[src/rtl/mem_slave.sv]
// Single-port synchronous memory slave on a valid/ready request bus with programmable wait states.
// Optional out-of-range error flag enabled by defining MEM_SLAVE_RANGE_CHK_EN.
module mem_slave #(
  parameter int unsigned WIDTH       = 8,
  parameter int unsigned ADDR_WIDTH  = 4,
  parameter int unsigned DEPTH       = 16,
  parameter int unsigned WAIT_STATES = 1
) (
  input  logic                  clk,
  input  logic                  rst,
  input  logic                  valid,
  input  logic                  wr_rd,
  input  logic [ADDR_WIDTH-1:0] addr,
  input  logic [WIDTH-1:0]      wdata,
  output logic                  ready,
  output logic [WIDTH-1:0]      rdata,
  output logic                  err
);

  localparam int unsigned CNT_W = 4;

  typedef enum logic [1:0] {
    S_IDLE,
    S_WAIT,
    S_RESP
  } state_e;

  state_e                  state_q;
  logic [CNT_W-1:0]        cnt_q;
  logic                    wr_q;
  logic [ADDR_WIDTH-1:0]   addr_q;
  logic [WIDTH-1:0]        wdata_q;
  logic [WIDTH-1:0]        mem_q [DEPTH];
  logic                    ready_q;
  logic [WIDTH-1:0]        rdata_q;

  logic                    resp_go;
  logic                    req_wr;
  logic [ADDR_WIDTH-1:0]   req_addr;
  logic [WIDTH-1:0]        req_wdata;
  logic                    in_range;

  // With zero wait states the response is produced from the live request on the acceptance edge.
  always_comb begin
    req_wr    = wr_q;
    req_addr  = addr_q;
    req_wdata = wdata_q;
    resp_go   = 1'b0;
    if (state_q == S_IDLE) begin
      req_wr    = wr_rd;
      req_addr  = addr;
      req_wdata = wdata;
      resp_go   = valid && (WAIT_STATES == 0);
    end else if (state_q == S_WAIT) begin
      resp_go   = (cnt_q == '0);
    end
    in_range = (32'(req_addr) < DEPTH);
  end

  always_ff @(posedge clk or negedge rst) begin
    if (!rst) begin
      state_q <= S_IDLE;
      cnt_q   <= '0;
      wr_q    <= 1'b0;
      addr_q  <= '0;
      wdata_q <= '0;
      ready_q <= 1'b0;
      rdata_q <= '0;
      for (int unsigned i = 0; i < DEPTH; i++) begin
        mem_q[i] <= '0;
      end
    end else begin
      ready_q <= 1'b0;
      if (resp_go) begin
        ready_q <= 1'b1;
        if (req_wr) begin
          if (in_range) begin
            mem_q[req_addr] <= req_wdata;
          end
        end else begin
          rdata_q <= in_range ? mem_q[req_addr] : '0;
        end
      end
      case (state_q)
        S_IDLE: begin
          if (valid) begin
            wr_q    <= wr_rd;
            addr_q  <= addr;
            wdata_q <= wdata;
            if (WAIT_STATES == 0) begin
              state_q <= S_RESP;
            end else begin
              cnt_q   <= CNT_W'(WAIT_STATES - 1);
              state_q <= S_WAIT;
            end
          end
        end
        S_WAIT: begin
          if (cnt_q == '0) begin
            state_q <= S_RESP;
          end else begin
            cnt_q <= cnt_q - 1'b1;
          end
        end
        S_RESP: begin
          state_q <= S_IDLE;
        end
        default: begin
          state_q <= S_IDLE;
        end
      endcase
    end
  end

`ifdef MEM_SLAVE_RANGE_CHK_EN
  logic err_q;

  // Error travels with the ready pulse and clears with it.
  always_ff @(posedge clk or negedge rst) begin
    if (!rst) begin
      err_q <= 1'b0;
    end else begin
      err_q <= resp_go && !in_range;
    end
  end

  assign err = err_q;
`else
  assign err = 1'b0;
`endif

  assign ready = ready_q;
  assign rdata = rdata_q;

endmodule

[config.mk]
export PLATFORM = sky130hd
export DESIGN_NAME = mem_slave
export DESIGN_NICKNAME = d
export VERILOG_FILES = /design/src/rtl/mem_slave.sv
export SDC_FILE = /design/constraint.sdc
export NUM_CORES = 1
export LEC_CHECK = 0
export BUFFER_PORTS_ARGS = -buffer_cell sky130_fd_sc_hd__buf_2
export CORE_UTILIZATION = 50
export DETAILED_ROUTE_END_ITERATION = 10
export PLACE_DENSITY_LB_ADDON = 0.08
export SYNTH_ARGS = -nofsm -noshare
export SYNTH_HDL_FRONTEND = slang
export SYNTH_SLANG_ARGS = --single-unit
[constraint.sdc]
create_clock -name clk -period 3 [get_ports clk]
set_clock_uncertainty 0.05 [all_clocks]
set_input_delay 0 -clock clk [delete_from_list [all_inputs] [get_ports clk]]
set_output_delay 0 -clock clk [all_outputs]
set_load 0.03 [all_outputs]
# After elaboration in Yosys (flattened, before gate mapping)
# Index checks and enable logic that the tools add are counted.
# classes
n_mul	0
n_shift	0
magnitude_cmp	2
reduce_logical	9
muxes	18
n_eq_ne	4
n_bitwise	2
addsub	1
div	0
# ops
cell	n
bitwise mux 128 bit	1
binary-select mux 8 bit (select 4 bit)	1
demux 8 bit (select 4 bit)	1
2-to-1 mux 8 bit	4
2-to-1 mux 4 bit	3
case mux 4 bit (2 select lines)	1
AND reduction 2 bit	4
greater-or-equal comparator 5 bit, second input constant	1
less-than comparator 5 x 1 -> 1 bit, second input constant	1
inverter 4 -> 5 bit	1
logical NOT 4 bit	1
2-to-1 mux 1 bit	4
2-to-1 mux 2 bit	2
inequality test 2 bit, second input constant	2
case mux 2 bit (2 select lines)	1
subtractor 4 x 1 -> 4 bit, second input constant	1
AND reduction 3 bit	1
equality test 2 x 1 -> 1 bit, second input constant	1
logical NOT 2 bit	1
inequality test 2 x 1 -> 1 bit, second input constant	1
nonzero test 2 bit	1
logical AND 1 bit	1
inverter 1 bit	1
# totals
out_inout_bits	10
reg_bits	156
inputBits	16
memories	0
mem_bits_rw	0
mem_bits_ro	0
latchBits	0

# Depth between registers and ports, before layout
# Gate-level depths: netlist (run 1).
# depth
depth_word	8
ltp_mapped	9
mapped_depth_nobuf	8

# Least setup slack after synthesis (run 1)
# Ideal clock, no wire load.
# synth_path
kind	reg2reg
startpoint	register cnt_q[0]
endpoint	register mem_q[37] in the netlist's numbering
synth_period_minus_slack_ns	2.018
setup_time_ns	0.077
arrival_ns	1.891
stages_incl_launch_ff	10
n_path_buf	1
setup_slack_ns	0.982
path_cell_list	dfrtp_1 -> inv_1 -> ha_1 -> nor3b_1 -> and4b_1 -> nand2_4 -> nor2_4 -> buf_2 -> nor2_1 -> a21oi_1
# synth_between
elab_chain_len	4
# synth_lines
item	line	text
from (decl)	29	logic [CNT_W-1:0] cnt_q;
from (signal assigned)	93	cnt_q <= CNT_W'(WAIT_STATES - 1);
from (signal assigned)	102	cnt_q <= cnt_q - 1'b1;
logical NOT 4 bit	55	resp_go = (cnt_q == '0);
2-to-1 mux 1 bit	54	end else if (state_q == S_WAIT) begin
2-to-1 mux 1 bit	49	if (state_q == S_IDLE) begin
AND reduction 2 bit (no line)	-	
to (signal, indexed assignment)	78	mem_q[req_addr] <= req_wdata;
to (decl)	33	logic [WIDTH-1:0] mem_q [DEPTH];
# No other way between the ends.
# A chain may end at the register's enable or synchronous reset.

# Worst setup path in the final report (run 1)
# layout_path
startpoint	register state_q[1]
endpoint	register rdata_q[1] (netlist: rdata[1])
# layout_between
elab_chain_len	6
elab_cells_between_ends	12
# layout_lines
item	line	text
from (decl)	28	state_e state_q;
from (signal assigned)	62	state_q <= S_IDLE;
from (signal assigned)	91	state_q <= S_RESP;
from (signal assigned)	94	state_q <= S_WAIT;
logical NOT 2 bit	49	
2-to-1 mux 4 bit	49	
inverter 4 -> 5 bit (not written as such)	81	rdata_q <= in_range ? mem_q[req_addr] : '0;
binary-select mux 8 bit (select 4 bit)	81	
2-to-1 mux 8 bit (not written as such) (2 in series)	81	
to (signal assigned)	81	
to (decl)	35	logic [WIDTH-1:0] rdata_q;
# Parallel ways exist; a longest one is shown, timed or not. The select of a mux whose other input is x is not followed.

==> results.toml, run 1 <==
[drt]
drt-total-wl_um = 17100
ant_nets = 0
drt_iter0_drc = 433
num_vias = 5122
drc = 0
vias_per_cell = 5.77
detailedRoute.firstPassIterationCount = 5
wl_per_cell_um = 19.2

[setup_path]
cp_data_arrival_time_ns = 3.01
path_max_fanout = 20
ff2ff_path_depth = 8
cp-startpoint = "state_q[1]"
cp_slowest_cell = "o21ai_2"
crit_required_ns = 3.30
r2r_start = "state_q[1]"
worstSetupPathType = "flop to flop"
end_kind = "flop"
start_kind = "flop"
critPathMaxStageDelay_ns = 0.85
endpoint = "rdata[1]"
path_cells = "nor2_4 > buf_4 > o21ai_2 > buf_4 > a22oi_1 > a21oi_1 > nor4_1 > o21ai_1"
cpMostUsedCell = "buf_4"
reg2reg_setup_slack_ns = 0.29
reg2reg_to = "rdata[1]"

[yosys]
async_flop_share_pct = 100
yosysUniqueCellTypes = 36
synth_edf_count = 0
ys_warn_count = 0
synth.ff_latch_count = 156
syn_avg_cell_area_um2 = 10.3
syn_nets = 688
yosys.area.top_type = "dfrtp_1"
syn_inst = 670
synthTopCellsByArea = "dfrtp_1, a21oi_1, nor2_1"
synth-main-ff-cell = "dfrtp_1"
synth_top_area_share_pct = 56.3
syn-cell-area_um2 = 6930
synth-seq-area-share_pct = 56.3

[grt]
grt_max_degree = 75
grt_pass1_wl_um = 27700
antenna_found_initial = 0
grt_pass1_vias = 4978
overflow = 0
grt.total_usage_pct = 26.1

[timing]
finalMaxSlewViolations = 0
hold_viol_final = 0
setup_tns_ns = 0
relSlewSlack_pct = 28.9
holdWs_ns = 0.113
fin_crit_sh_pct = 90.2
worst_slew_pin_slew_ns = 1.07
max_freq_mhz = 369
finalCriticalPeriod_ns = 2.71
setup_viol = 0
rsz0062_at_grt = "no"

[placed_design]
dp_hpwl_um = 11000
portBuffers = 24
gp_congestion = 0.815

[cts]
numCtsBuffers = 17
post_cts_resized = 0
clock-sinks = 156
root_buffer = "clkbuf_16"
cts_tree = "done"
clock_latency_ns = 0.43
cts.htree.levels = 4
clkTransAtPathRegs_ns = 0.06
cts.path.max_buffers = 2

[final_layout]
area_growth_pct = 13.9
antenna_cells = 0
fin_nets = 717
mostFrequentLayoutCell = "a21oi_1"
drive_above_1_share_pct = 17.1
fill_cells = 1156
mostFrequentLayoutCells = "a21oi_1, dfrtp_1, nor2_1"

[die]
rows = 42
start_util_pct = 51.7
coreArea_um2 = 13400
die_h_um = 120
boundaryPins = 26
dieWidth_um = 120
dieArea_um2 = 14300

[run]
cap_violations = 0

[worst_hold_path]
hold_path_class = "input port to asynchronous set/reset pin"

[power]
p_per_area_nw_per_um2 = 1120
total_power_uw = 8860
ir_drop_mv = 0.823
leakagePower_uw = 0.00348

[outcome]
status = "finished clean"
power breakdown:
part	total [µW]	internal, µW	switching (µW)
logic	3270	1130	2140
registers	3440	2940	499
clock network	2150	1310	849
total	8860	5380	3480
registers in the layout (all words and copies together) (netlist names):
name,flops
addr_q,4
ready,1
mem_q,128
cnt_q,4
rdata,8
wdata_q,8
wr_q,1
state_q,2
timing repair:
| item | in CTS | in global routing |
|---|---|---|
| hold buffers | 14 | 0 |
| hold endpoints to repair | 85 | 0 |
| setup buffers | 0 | 0 |
cell families (layout without fill, tap and decap cells):
family	after synthesis	in the layout	synth area share (%)
AOI/OAI and AO/OA	242	242	21.1
and+or+nand+nor	193	193	14.1
DFF	156	156	56.3
buffers and inverters	52	94	4.26
muxes	23	23	3.74
adders and majority gates	2	2	0.361
other	1	1	0.0541
xor gates and xnor gates	1	1	0.126
worst min path at each step:
stage	cells after the start	start	end	slack, ns
CTS	2	rst	addr_q[3]	0.14
floorplan	0	rst	addr_q[0]	-0.35
global placement	1	rst	mem_q[104]	0.01
detailed placement	1	rst	mem_q[96]	0.02
global route	2	rst	mem_q[104]	0.18
finish	2	rst	mem_q[96]	0.11
through the flow:
stage | setup WS, ns | instances | instance area, µm² | util [%]
after detailed placement | 0.353 | 842 | 7160 | 53.4
after CTS | 0.301 | 888 | 7900 | 58.9
after floorplan | 0.982 | 670 | 6930 | -
after global placement | 0.384 | 842 | 7160 | 53.4
final | 0.294 | 888 | 7900 | 58.9
after global routing | 0.168 | 888 | 7900 | 58.9
layer usage:
metal  up-vias  share of wire, %  routed length, µm  track usage [%]
met3        26               5.6                949             6.61
met1      2505                46               7930             36.7
met2       166                46               7880             39.6
met5         -                 0                  0                0
li1       2425                 -                  -                -
met4         0               1.9                321             8.28
final cells by class:
cell class              count  area (µm²)  area share, %
clock buffers              21         480           6.09
clock inverters            11         116           1.47
inverters                   5        18.8          0.238
multi-input cells         462        2730           34.6
flip-flops and latches    156        3900           49.4
well taps                 176         220           2.79
repair buffers             57         422           5.34
critical path, delay by kind of cell (launching register included):
kind                   cells  cell delay (ns)
and+or+nand+nor            2             0.20
AOI/OAI and AO/OA          4             1.39
DFF                        1             0.45
buffers and inverters      2             0.52
synthesized netlist by cell type, types with 2 or more instances:
cell	instances
a21oi_1	161
a22oi_1	64
a31oi_4	4
buf_1	2
buf_2	20
buf_4	14
buf_6	3
clkbuf_1	8
dfrtp_1	156
ha_1	2
inv_1	5
mux2_2	13
mux2i_1	9
nand2_1	13
nand2_4	4
nand2b_1	4
nor2_1	134
nor2_4	17
nor3b_2	2
nor4_1	9
o21ai_0	3
o21ai_1	7
o21ai_2	2
or4b_1	2
Power figures use the tool's default switching activity.
==> inputs of run 2 (changes only) <==
==> constraint.sdc (replaced) <==
create_clock -name clk -period 2.8 [get_ports clk]
set_clock_uncertainty 0.05 [all_clocks]
set_input_delay 0 -clock clk [delete_from_list [all_inputs] [get_ports clk]]
set_output_delay 0 -clock clk [all_outputs]
set_load 0.03 [all_outputs]
==> run 2 against run 1 <==
  * Global-route usage is 0.065 points lower
  * Via count rose by 1.1%
  * Hold slack worse by 0.0031 ns
  * Count of clock-buffer cells in the layout increased by 3
  * Wire length rose by 0.26%
  * Worst setup slack got worse by 0.048 ns
  * Critical path depth fell by 1
  * Register-to-register slack worse by 0.05 ns
  * Sequential share of layout area is 0.16 points lower
  * Maximum frequency is 6.0% higher
  * Utilization rose by 0.19 points
  * Power grew 7.1%
  * Critical endpoint is now rdata[3]
  * Largest power group unchanged
  * Highest routed layer unchanged
==> results.toml, run 2 (synthesized netlist as in run 1, its figures left out) <==
[die]
start_util_pct = 51.7
die_h_um = 120
coreArea_um2 = 13400
dieArea_um2 = 14300
rows = 42
boundaryPins = 26
dieWidth_um = 120

[final_layout]
mostFrequentLayoutCells = "a21oi_1, dfrtp_1, nor2_1"
largest_reg_flops = 128
fill_cells = 1135
seq_area_um2 = 3900
top_register = "mem_q"
mostFrequentLayoutCell = "a21oi_1"
fin_nets = 723
multi_input_area_um2 = 2730
area_growth_pct = 14.2
drive_above_1_share_pct = 17.4
antenna_cells = 0

[grt]
grt.total_usage_pct = 26.0
grt_pass1_wl_um = 27700
grt_pass1_vias = 5017
antenna_found_initial = 0
grt_max_degree = 76
overflow = 0

[timing]
setup_tns_ns = 0
worst_slew_pin_slew_ns = 1.17
finalCriticalPeriod_ns = 2.55
fin_crit_sh_pct = 91.2
max_freq_mhz = 392
setup_viol = 0
fin_ws_ns = 0.246
rsz0062_at_grt = "no"
relSlewSlack_pct = 21.7
finalMaxSlewViolations = 0
hold_viol_final = 0

[cts]
clock_latency_ns = 0.42
cts.htree.levels = 4
numCtsBuffers = 17
cts.path.max_buffers = 2
post-cts-setup-buffers = 0
root_buffer = "clkbuf_16"
clock-sinks = 156
clkTransAtPathRegs_ns = 0.06
cts_tree = "done"

[run]
cap_violations = 0

[setup_path]
end_kind = "flop"
start_kind = "flop"
worstSetupPathType = "flop to flop"
cp_slowest_cell = "o21ai_2"
critPathMaxStageDelay_ns = 0.93
cp_data_arrival_time_ns = 2.84
crit_buf_inv = 1
ff2ff_path_depth = 7
crit_required_ns = 3.09
path_cells = "nor2_4 > o21ai_2 > buf_4 > a22oi_1 > a21oi_1 > nor4_1 > o21ai_0"
path_max_fanout = 22
critPathTopFamily = "compound AO/OA/AOI/OAI gates"
path_depth = 7

[placed_design]
dp_hpwl_um = 10900
portBuffers = 24
place_ws_ns = 0.241
gp_congestion = 0.798

[drt]
wl_per_cell_um = 19.2
detailedRoute.firstPassIterationCount = 6
drt_iter0_drc = 532
vias_per_cell = 5.80
ant_nets = 0
drc = 0
drt-total-wl_um = 17100
num_vias = 5180

[worst_hold_path]
hold_path_class = "input port to asynchronous set/reset pin"

[power]
ir_drop_mv = 0.762
leakagePower_uw = 0.00350
p_per_area_nw_per_um2 = 1200

[outcome]
status = "finished clean"
## run 2: cell types whose count changed in the layout (fill, tap and decap cells not counted)
cell / change
clkbuf_1: +2
buf_12: +1
buf_4: +5
clkinvlp_4: -2
clkinv_4: -1
bufinv_16: -1
clkbuf_8: +1
## run 2: power breakdown
part / leakage [µW] / switching, µW / internal (µW) / total [µW]
sequential: 0.00208 / 538 / 3150 / 3690
clock: 0.000282 / 857 / 1330 / 2180
combinational: 0.00114 / 2320 / 1300 / 3620
## run 2: stage by stage
stage                     hold slack (ns)  cell area [µm²]  util (%)  total power, µW  instances
after floorplan                    -0.346             6930         -             6120        670
after global placement             0.0122             7220      53.8             7200        848
after detailed placement           0.0269             7220      53.8             7290        848
after CTS                           0.129             7920      59.1             9510        893
after global routing                0.135             7920      59.1            10100        893
final                               0.110             7920      59.1             9490        893
## run 2: area by class of cell
cell class                      instances  area share, %
Multi-Input combinational cell        462           34.5
Sequential cell                       156           49.3
Tap cell                              176           2.78
Timing Repair Buffer                   63           6.05
Clock buffer                           24           6.33
Inverter                                5          0.237
Clock inverter                          7          0.790
## run 2: final timing paths
check,start,end,slack [ns]
worst max register to register,state_q[0],rdata[3],0.25
min in group clk,valid,wdata_q[0],0.14
worst min register to register,rdata[6],rdata[6],0.43
max in group asynchronous,rst,mem_q[25],1.68
worst max-delay path,state_q[0],rdata[3],0.25
worst min-delay path,rst,mem_q[101],0.11
## run 2: worst reg2reg max path: stages (launching register included)
cell and delay [ns]:
dfrtp_1 0.46, nor2_4 0.14, o21ai_2 0.94, buf_4 0.30, a22oi_1 0.07, a21oi_1 0.27
nor4_1 0.10, o21ai_0 0.14
## run 2: timing repair
item,CTS,global route
hold buffers,14,0
endpoints found under the hold margin,85,0
gates resized for setup,0,0
## run 2: routing by layer
metal  wire (µm)  global-route usage, %  vias to the layer above
met4         257                   8.67                        0
met1        7960                   36.7                     2569
met5           0                      0                        -
li1            -                      -                     2434
met3         982                   5.85                       19
met2        7930                   39.8                      158
==> inputs of run 3 (changes only) <==
--- a/config.mk
+++ b/config.mk
@@ -8,7 +8,7 @@
 export BUFFER_PORTS_ARGS = -buffer_cell sky130_fd_sc_hd__buf_2
 export CORE_UTILIZATION = 50
 export DETAILED_ROUTE_END_ITERATION = 10
-export PLACE_DENSITY_LB_ADDON = 0.08
+export PLACE_DENSITY = 0.73
 export SYNTH_ARGS = -nofsm -noshare
 export SYNTH_HDL_FRONTEND = slang
 export SYNTH_SLANG_ARGS = --single-unit
==> run 3 against run 2 <==
  * Critical path type unchanged
  * Worst setup slack improved by 0.070 ns
  * Maximum frequency increased by 2.8%
  * Global-route usage increased by 0.56 points
  * Largest power group unchanged
  * Critical path depth unchanged
==> results.toml, run 3 (synthesized netlist as in run 1, its figures left out) <==
[outcome]
status = "finished clean"

[timing]
setup_tns_ns = 0
setup_viol = 0
finalCriticalPeriod_ns = 2.48
worst_slew_pin_slew_ns = 0.823
max_freq_mhz = 403
hold_viol_final = 0
fin_crit_sh_pct = 88.7
fin_ws_ns = 0.316
finalMaxSlewViolations = 0
relSlewSlack_pct = 45.1
holdWs_ns = 0.110
rsz0062_at_grt = "no"

[drt]
wl_per_cell_um = 20.0
num_vias = 5342
vias_per_cell = 6.06
drt-total-wl_um = 17600
drt_iter0_drc = 526
drc = 0
detailedRoute.firstPassIterationCount = 5
ant_nets = 0

[grt]
grt_pass1_vias = 5507
busiest_layer = "met2"
use_met3_pct = 7.60
grt_pass1_wl_um = 28800
grt_max_degree = 81
antenna_found_initial = 0
gr-usage-met2_pct = 42.5
grt.total_usage_pct = 26.6
use_met1_pct = 34.0
overflow = 0

[final_layout]
mostFrequentLayoutCells = "a21oi_1, dfrtp_1, nor2_1"
layoutNonFillerInstCount = 882
largest_reg_flops = 128
fin_nets = 713
mostFrequentLayoutCell = "a21oi_1"
top_register = "mem_q"
area_growth_pct = 14.0
drive_above_1_share_pct = 16.0
antenna_cells = 0

[setup_path]
crit_required_ns = 3.09
cp_data_arrival_time_ns = 2.77
worstSetupPathType = "flop to flop"
path_max_fanout = 33
end_kind = "flop"
start_kind = "flop"

[die]
start_util_pct = 51.7
rows = 42
die_h_um = 120
dieArea_um2 = 14300
dieWidth_um = 120
boundaryPins = 26
coreArea_um2 = 13400

[placed_design]
dp_cells = 838
dp_hpwl_um = 10700
place_ws_ns = 0.350
gp_congestion = 0.827
portBuffers = 24

[power]
ir_drop_mv = 0.544
total_power_uw = 9610
p_per_area_nw_per_um2 = 1220
leakagePower_uw = 0.00347

[cts]
post_cts_resized = 0
cts.path.max_buffers = 2
root_buffer = "clkbuf_16"
cts.htree.levels = 4
clock_latency_ns = 0.43
clock-sinks = 156
cts_tree = "done"
clkTransAtPathRegs_ns = 0.06
numCtsBuffers = 17

[run]
cap_violations = 0

[worst_hold_path]
hold_path_class = "input port to asynchronous set/reset pin"
-- run 3: changes by cell type in the layout (fill, tap and decap cells not counted) --
cell       delta
clkinv_2      -1
buf_12        +3
bufinv_16     +2
clkbuf_1      +1
clkbuf_8      -3
buf_4        -13
-- run 3: final timing paths --
kind,from,endpoint,slack (ns),depth (start not counted)
max,state_q[1],mem_q[96],0.32,7
min,rst,mem_q[104],0.11,2
max reg2reg,state_q[1],mem_q[96],0.32,7
min reg2reg,rdata[1],rdata[1],0.43,2
max in group asynchronous,rst,mem_q[10],1.72,3
min in group clk,wdata[3],wdata_q[3],0.30,3
-- run 3: what timing repair did --
| action | CTS | global route |
|---|---|---|
| hold buffers | 14 | 0 |
| endpoints found under the setup margin | 0 | 0 |
| hold endpoints to repair | 89 | 0 |
| setup buffers | 0 | 0 |
-- run 3: final cells by class --
cell class,count,area [µm²]
fillers,1090,5500
flip-flops and latches,156,3900
multi-input cells,462,2730
clock buffers,22,464
repair buffers,53,442
well taps,176,220
clock inverters,8,118
inverters,5,18.8
-- run 3: where the power goes --
| group | internal [µW] | leakage, µW | switching [µW] |
|---|---|---|---|
| clock network | 1430 | 0.000286 | 876 |
| logic | 1260 | 0.00110 | 2340 |
| registers | 3150 | 0.00208 | 550 |
-- run 3: layer usage --
metal | vias to the layer above | routed length [µm]
li1 | 2411 | -
met1 | 2658 | 7040
met2 | 236 | 8750
met3 | 37 | 1350
met4 | 0 | 459
met5 | - | 0
-- run 3: worst max-delay path, stage by stage, from the launching register on --
cell     delay (ns)
dfrtp_1        0.45
nor2_4         0.52
mux2i_4        0.35
buf_12         0.24
nand2_4        0.15
nor2_4         0.36
nor2_1         0.08
a21oi_1        0.18
-- run 3: stage by stage --
stage	util (%)	instance area (µm²)
2_1_floorplan	-	6930
3_5_place_dp	53.6	7180
6_report	59.0	7900
4_1_cts	59.0	7900
3_3_place_gp	53.6	7180
5_1_grt	59.0	7900
